File: src/rtl/matrix_op_sequencer_pkg.sv
// Shared definitions for the matrix coprocessor sequencer: instruction field
// layout, opcode and size limits, and the FSM state encoding.
package coproc_seq_pkg;

  localparam int INSTR_W  = 15;
  localparam int OPC_LSB  = 0;
  localparam int OPC_W    = 3;
  localparam int SIZE_LSB = 3;
  localparam int SIZE_W   = 3;
  localparam int ADDR_LSB = 6;
  localparam int ADDR_W   = 8;
  localparam int SEL_LSB  = 14;
  localparam int SEL_W    = 1;

  localparam logic [OPC_W-1:0]  OP_LOAD  = 3'b000;
  localparam logic [SIZE_W-1:0] MAX_SIZE = 3'd5;

  typedef enum logic [2:0] {
    IDLE,
    DECODE,
    RD_WAIT,
    LATCH,
    ALU_WAIT,
    CAPTURE,
    WB,
    REJECT
  } seq_state_t;

endpackage

File: src/rtl/matrix_op_sequencer_fifo.sv
// Synchronous instruction queue with first-word-fall-through read data;
// pushes while full and pops while empty are ignored.
module seq_instr_fifo #(
  parameter int FIFO_DEPTH = 4,
  parameter int WIDTH      = 15
) (
  input  logic                          clk,
  input  logic                          reset,
  input  logic                          push,
  input  logic [WIDTH-1:0]              push_data,
  input  logic                          pop,
  output logic [WIDTH-1:0]              pop_data,
  output logic                          full,
  output logic                          empty,
  output logic [$clog2(FIFO_DEPTH):0]   count
);

  localparam int PTR_W = $clog2(FIFO_DEPTH);

  logic [WIDTH-1:0] mem [FIFO_DEPTH];
  logic [PTR_W-1:0] wr_ptr;
  logic [PTR_W-1:0] rd_ptr;
  logic             do_push;
  logic             do_pop;

  assign full     = (count == (PTR_W+1)'(FIFO_DEPTH));
  assign empty    = (count == '0);
  assign do_push  = push && !full;
  assign do_pop   = pop && !empty;
  assign pop_data = mem[rd_ptr];

  always_ff @(posedge clk) begin
    if (do_push) mem[wr_ptr] <= push_data;
  end

  // Pointers wrap naturally because the depth is a power of two.
  always_ff @(posedge clk) begin
    if (reset) begin
      wr_ptr <= '0;
      rd_ptr <= '0;
      count  <= '0;
    end else begin
      if (do_push) wr_ptr <= wr_ptr + 1'b1;
      if (do_pop)  rd_ptr <= rd_ptr + 1'b1;
      case ({do_push, do_pop})
        2'b10:   count <= count + 1'b1;
        2'b01:   count <= count - 1'b1;
        default: count <= count;
      endcase
    end
  end

endmodule

File: src/rtl/matrix_op_sequencer.sv
// Queues coprocessor instructions and sequences memory reads, operand loads,
// ALU capture and writeback. Optional macro OPERAND_CHECK_EN rejects operations issued before both operands are loaded.
module matrix_op_sequencer
  import coproc_seq_pkg::*;
#(
  parameter int FIFO_DEPTH = 4,
  parameter int MEM_RD_LAT = 1,
  parameter int ALU_LAT    = 1
) (
  input  logic                 clk,
  input  logic                 reset,
  input  logic                 instr_valid,
  input  logic [INSTR_W-1:0]   instr_data,
  output logic                 instr_ready,
  output logic [ADDR_W-1:0]    mem_addr,
  output logic                 mem_wren,
  output logic                 load_a_en,
  output logic                 load_b_en,
  output logic                 result_en,
  output logic [OPC_W-1:0]     alu_opcode,
  output logic [SIZE_W-1:0]    alu_size,
  output logic                 busy,
  output logic                 done,
  output logic                 err,
  output logic [15:0]          op_count
);

  seq_state_t                    state;
  logic [INSTR_W-1:0]            fifo_data;
  logic                          fifo_full;
  logic                          fifo_empty;
  logic [$clog2(FIFO_DEPTH):0]   fifo_count;
  logic                          fifo_pop;
  logic                          cur_sel;
  logic [7:0]                    wait_cnt;
  logic                          reject_now;
`ifdef OPERAND_CHECK_EN
  logic                          a_loaded;
  logic                          b_loaded;
`endif

  assign fifo_pop    = (state == IDLE) && !fifo_empty;
  assign instr_ready = !fifo_full;
  assign busy        = (state != IDLE) || (fifo_count != '0);

  seq_instr_fifo #(
    .FIFO_DEPTH(FIFO_DEPTH),
    .WIDTH     (INSTR_W)
  ) u_fifo (
    .clk      (clk),
    .reset    (reset),
    .push     (instr_valid),
    .push_data(instr_data),
    .pop      (fifo_pop),
    .pop_data (fifo_data),
    .full     (fifo_full),
    .empty    (fifo_empty),
    .count    (fifo_count)
  );

  // alu_opcode/alu_size double as the current-instruction fields once popped.
  always_comb begin
    reject_now = (alu_size > MAX_SIZE);
`ifdef OPERAND_CHECK_EN
    if ((alu_opcode != OP_LOAD) && !(a_loaded && b_loaded)) reject_now = 1'b1;
`endif
  end

  always_ff @(posedge clk) begin
    if (reset) begin
      state      <= IDLE;
      cur_sel    <= 1'b0;
      wait_cnt   <= '0;
      mem_addr   <= '0;
      alu_opcode <= '0;
      alu_size   <= '0;
      mem_wren   <= 1'b0;
      load_a_en  <= 1'b0;
      load_b_en  <= 1'b0;
      result_en  <= 1'b0;
      done       <= 1'b0;
      err        <= 1'b0;
      op_count   <= '0;
`ifdef OPERAND_CHECK_EN
      a_loaded   <= 1'b0;
      b_loaded   <= 1'b0;
`endif
    end else begin
      mem_wren  <= 1'b0;
      load_a_en <= 1'b0;
      load_b_en <= 1'b0;
      result_en <= 1'b0;
      done      <= 1'b0;
      // Strobes are registered on entry to their state so they line up with it.
      case (state)
        IDLE: begin
          if (!fifo_empty) begin
            mem_addr   <= fifo_data[ADDR_LSB +: ADDR_W];
            alu_opcode <= fifo_data[OPC_LSB +: OPC_W];
            alu_size   <= fifo_data[SIZE_LSB +: SIZE_W];
            cur_sel    <= fifo_data[SEL_LSB];
            state      <= DECODE;
          end
        end
        DECODE: begin
          if (reject_now) begin
            err   <= 1'b1;
            done  <= 1'b1;
            state <= REJECT;
          end else if (alu_opcode == OP_LOAD) begin
            wait_cnt <= 8'(MEM_RD_LAT - 1);
            state    <= RD_WAIT;
          end else begin
            wait_cnt <= 8'(ALU_LAT - 1);
            state    <= ALU_WAIT;
          end
        end
        RD_WAIT: begin
          if (wait_cnt == '0) begin
            load_a_en <= !cur_sel;
            load_b_en <= cur_sel;
            done      <= 1'b1;
            op_count  <= op_count + 16'd1;
`ifdef OPERAND_CHECK_EN
            if (cur_sel) b_loaded <= 1'b1;
            else         a_loaded <= 1'b1;
`endif
            state     <= LATCH;
          end else begin
            wait_cnt <= wait_cnt - 8'd1;
          end
        end
        ALU_WAIT: begin
          if (wait_cnt == '0) begin
            result_en <= 1'b1;
            state     <= CAPTURE;
          end else begin
            wait_cnt <= wait_cnt - 8'd1;
          end
        end
        CAPTURE: begin
          mem_wren <= 1'b1;
          done     <= 1'b1;
          op_count <= op_count + 16'd1;
          state    <= WB;
        end
        LATCH, WB, REJECT: state <= IDLE;
        default:           state <= IDLE;
      endcase
    end
  end

endmodule
File: config.mk
export PLATFORM = sky130hd
export DESIGN_NAME = matrix_op_sequencer
export DESIGN_NICKNAME = d
export VERILOG_FILES = /design/src/rtl/matrix_op_sequencer_pkg.sv /design/src/rtl/matrix_op_sequencer_fifo.sv /design/src/rtl/matrix_op_sequencer.sv
export SDC_FILE = /design/constraint.sdc
export NUM_CORES = 1
export LEC_CHECK = 0
export CORE_ASPECT_RATIO = 0.9
export CORE_UTILIZATION = 29
export CTS_CLUSTER_DIAMETER = 60
export DETAILED_ROUTE_END_ITERATION = 6
export GPL_TIMING_DRIVEN = 0
export PLACE_DENSITY_LB_ADDON = 0.08
export SYNTH_ARGS = -nofsm -noshare
export SYNTH_HDL_FRONTEND = slang
export SYNTH_SLANG_ARGS = --single-unit
File: constraint.sdc
create_clock -name clk -period 6 [get_ports clk]
set_input_delay 0.6 -clock clk [delete_from_list [all_inputs] [get_ports clk]]
set_output_delay 0.6 -clock clk [all_outputs]
set_load 0.02 [all_outputs]
==> qor.json <==
{
  "clock_network": {
    "clkTransAtPathRegs_ns": 0.05,
    "cts_buffer_depth": 2,
    "cts_inserted_buffers": 17,
    "clock_insertion_delay_worst_skew_ns": 0.41,
    "cts_max_level": 4,
    "cts.hold.buffers_added": 0,
    "post_cts.resized_instances": 0,
    "buffers_inserted_during_post_cts_setup_optimization": 0,
    "cts_root_buf": "clkbuf_16",
    "clock_tree_from_tritoncts": "yes",
    "cts.sinks": 115
  },
  "synthesis": {
    "seq_area_frac_synth_pct": 61.6,
    "synth_top_area_cell": "edfxtp_1",
    "syn_area_um2": 4710,
    "synthTopCellsByArea": "edfxtp_1 38%, dfxtp_1 23%, mux4_2 7.2%",
    "syn-num-nets": 405,
    "yosysWarnings": 0,
    "synth_top_area_share_pct": 38.2,
    "ys.flop_type": "edfxtp_1",
    "yosysUniqueCellTypes": 45,
    "synth-seq-cells": 115,
    "count_of_mapped_cells_out_of_synthesis": 378,
    "synth_area_per_cell_um2": 12.5,
    "synth_enable_flop_cells": 60,
    "asyncSetResetFlopFracSynth_pct": 0
  },
  "power_and_ir_drop": {
    "p_sw_share_pct": 32.9,
    "sequentialPowerShare_pct": 36.5,
    "power.ir.vdd_worst_mv": 0.210,
    "total_power_w": 0.00293,
    "cellInternalPower_w": 0.00197,
    "power_switching_w": 0.000964,
    "power.density_nw_per_um2": 484,
    "part_of_the_total_power_dissipated_in_the_clock_network_pct": 32.0,
    "power.share.combinational_pct": 31.5,
    "power.static_leakage_nw": 2.03
  },
  "floorplan": {
    "fp.dieW_um": 136,
    "core_box_area_um2": 15700,
    "rows": 43,
    "die-area_um2": 16800,
    "io_pins": 56,
    "start_util_pct": 30.1,
    "die_h_um": 123
  },
  "critical_path": {
    "critPathKind": "flip-flop to flip-flop",
    "crit_slowest_cell": "fa_1",
    "critical_path_peak_fanout": 10,
    "worstPathArrival_ns": 3.30,
    "critPathTopFamily": "simple AND/OR/NAND/NOR gates",
    "critical_path.startpoint": "state[0]",
    "critPathBufInv": 4,
    "timing.rr.start": "state[0]",
    "worst_endpoint_required_time_ns": 6.33,
    "timing.critical_path.from_type": "flip-flop",
    "delay_of_the_slowest_cell_on_the_worst_path_ns": 0.37,
    "timing.critical_path.cells": "buf_2, nor3_1, nand2_1, clkinv_1, buf_2, ha_1, inv_1, fa_1, xor2_1, or3_1, a21oi_1",
    "setup.worst_path.end_class": "flip-flop",
    "timing.critical_path.mode_cell": "buf_2"
  },
  "final_layout": {
    "fillCellCount": 1513,
    "most-common-layout-cells": "60 x edfxtp_1, 55 x dfxtp_1, 55 x clkdlybuf4s50_1",
    "most_common_cell_after_layout_fill_and_taps_aside": "edfxtp_1",
    "n_antenna_cell": 0,
    "area.growth.synth_to_final_pct": 28.7,
    "post_layout_net_count": 479,
    "drive_gt1_share_pct": 12.3,
    "finalNonFillerCells": 667
  },
  "grt": {
    "global_route_wire_length_before_repair_um": 17400,
    "total_gr_overflow": 0,
    "grt_start_max_net_pins": 17,
    "grt_use_total_pct": 14.4,
    "antenna_found_initial": 0,
    "first_global_vias": 3180
  },
  "placed_design": {
    "post-dp-hpwl_um": 7150,
    "post-place-cells": 635,
    "routability_congestion_estimate": 0.694,
    "io_buffer_count": 55
  },
  "routing": {
    "route.detailed.wl_per_inst_um": 16.2,
    "post-route-drc-count": 0,
    "routed_via_density": 4.79,
    "antenna_left": 0,
    "wirelength_um": 10800,
    "initialDrtViolationCount": 149,
    "routed-via-count": 3198,
    "detailedRoute.firstPassIterationCount": 7
  },
  "timing": {
    "timing.final.setup_violations": 0,
    "grt_setup_unrepaired": "no",
    "finalHoldViolCount": 0,
    "max-slew-margin-rel_pct": 40.0,
    "tightest_slew_ns": 0.900,
    "setup-tns-final_ns": 0,
    "timing_max_transition_violations_final": 0,
    "min_period_ns": 2.97,
    "share_of_the_clock_period_used_by_the_worst_path_after_layout_pct": 49.4,
    "clock-skew-final_ns": 0.00774,
    "clock.fmax_mhz": 337
  },
  "hold_path": {
    "hp-start": "mem_addr[1]",
    "min-delay-path-class": "flip-flop to flip-flop"
  },
  "run_status": {
    "outcome": "completed"
  },
  "job": {
    "maxCapViolCount": 0
  }
}
## metrics by stage
step	setup WS, ns	instance area (um2)	util (%)	hold WS, ns
2_1_floorplan	3.52	4710	-	0.415
3_3_place_gp	3.00	5520	35.2	0.445
3_5_place_dp	2.99	5520	35.2	0.446
4_1_cts	2.96	6070	38.7	0.453
5_1_grt	2.76	6070	38.7	0.475
6_report	3.03	6070	38.7	0.451
## cell type report
cell class              count  area (um2)  share of cell area, %
plain buffers              19        81.3                   1.34
clock inverters            13         118                   1.94
inverters                  11        41.3                  0.681
well taps                 202         253                   4.17
clock buffers              19         433                   7.14
repair buffers             55         551                   9.08
flip-flops and latches    115        2900                   47.9
multi-input cells         233        1690                   27.8
## worst register-to-register path: stages (launching register included)
cell and delay [ns]:
dfxtp_1 0.29, buf_2 0.16, nor3_1 0.32, nand2_1 0.27, clkinv_1 0.26, buf_2 0.32
ha_1 0.23, inv_1 0.06, fa_1 0.37, xor2_1 0.17, or3_1 0.31, a21oi_1 0.14
## metal layers
| layer | track usage, % | share of wire (%) | vias up |
|---|---|---|---|
| met2 | 21.9 | 47 | 44 |
| met1 | 19.1 | 49 | 1578 |
| met5 | 0 | 0 | - |
| li1 | - | - | 1568 |
| met4 | 5.42 | 0.91 | 0 |
| met3 | 4.43 | 3.3 | 8 |
## registers in the layout, indices dropped and copies added, names as in the netlist
name and cells:
mem_addr 8, op_count 16, state 3, cur_sel 1, u_fifo.count 3, err 1, load_b_en 1, alu_size 3
u_fifo.rd_ptr 2, wait_cnt 8, done 1, u_fifo.mem 60, u_fifo.wr_ptr 2, load_a_en 1, alu_opcode 3, mem_wren 1
result_en 1
## worst paths after layout
kind                                   endpoint  slack [ns]  depth (start not counted)
worst min-delay path                mem_addr[1]        0.45                          2
worst min register to register      mem_addr[1]        0.45                          2
worst max-delay path            u_fifo.count[2]        3.03                         11
worst max register to register  u_fifo.count[2]        3.03                         11
## cells by family after synthesis
group	Yosys count	share of synthesized area [%]
AND/OR/NAND/NOR	124	14.3
XOR/XNOR	7	1.30
adder cells (fa/ha/maj)	9	2.55
buffers and inverters	30	2.60
flip-flops	115	61.6
multiplexers	21	8.47
AO/OA/AOI/OAI	72	9.19
## Yosys cell counts, types with 5 or more instances
| cell type | instances |
|---|---|
| clkbuf_1 | 11 |
| or4_1 | 9 |
| or3_1 | 9 |
| ha_1 | 8 |
| edfxtp_1 | 60 |
| dfxtp_1 | 55 |
| a21oi_1 | 40 |
| nand2b_1 | 5 |
| mux2i_1 | 5 |
| o21ai_0 | 12 |
| and3_1 | 6 |
| nor2_1 | 14 |
| o31ai_1 | 9 |
| mux4_2 | 15 |
| buf_2 | 8 |
| nand2_1 | 48 |
| nand3_1 | 6 |
| inv_1 | 10 |
## power groups by stage
stage                     combinational, W  sequential, W  clock [W]
after floorplan                   0.000576        0.00112          0
after global placement            0.000930        0.00108          0
after detailed placement          0.000938        0.00109          0
after CTS                         0.000942        0.00107   0.000964
after global routing               0.00103        0.00109    0.00101
final                             0.000923        0.00107   0.000940
Note: power is estimated with default switching activity, not from simulation.
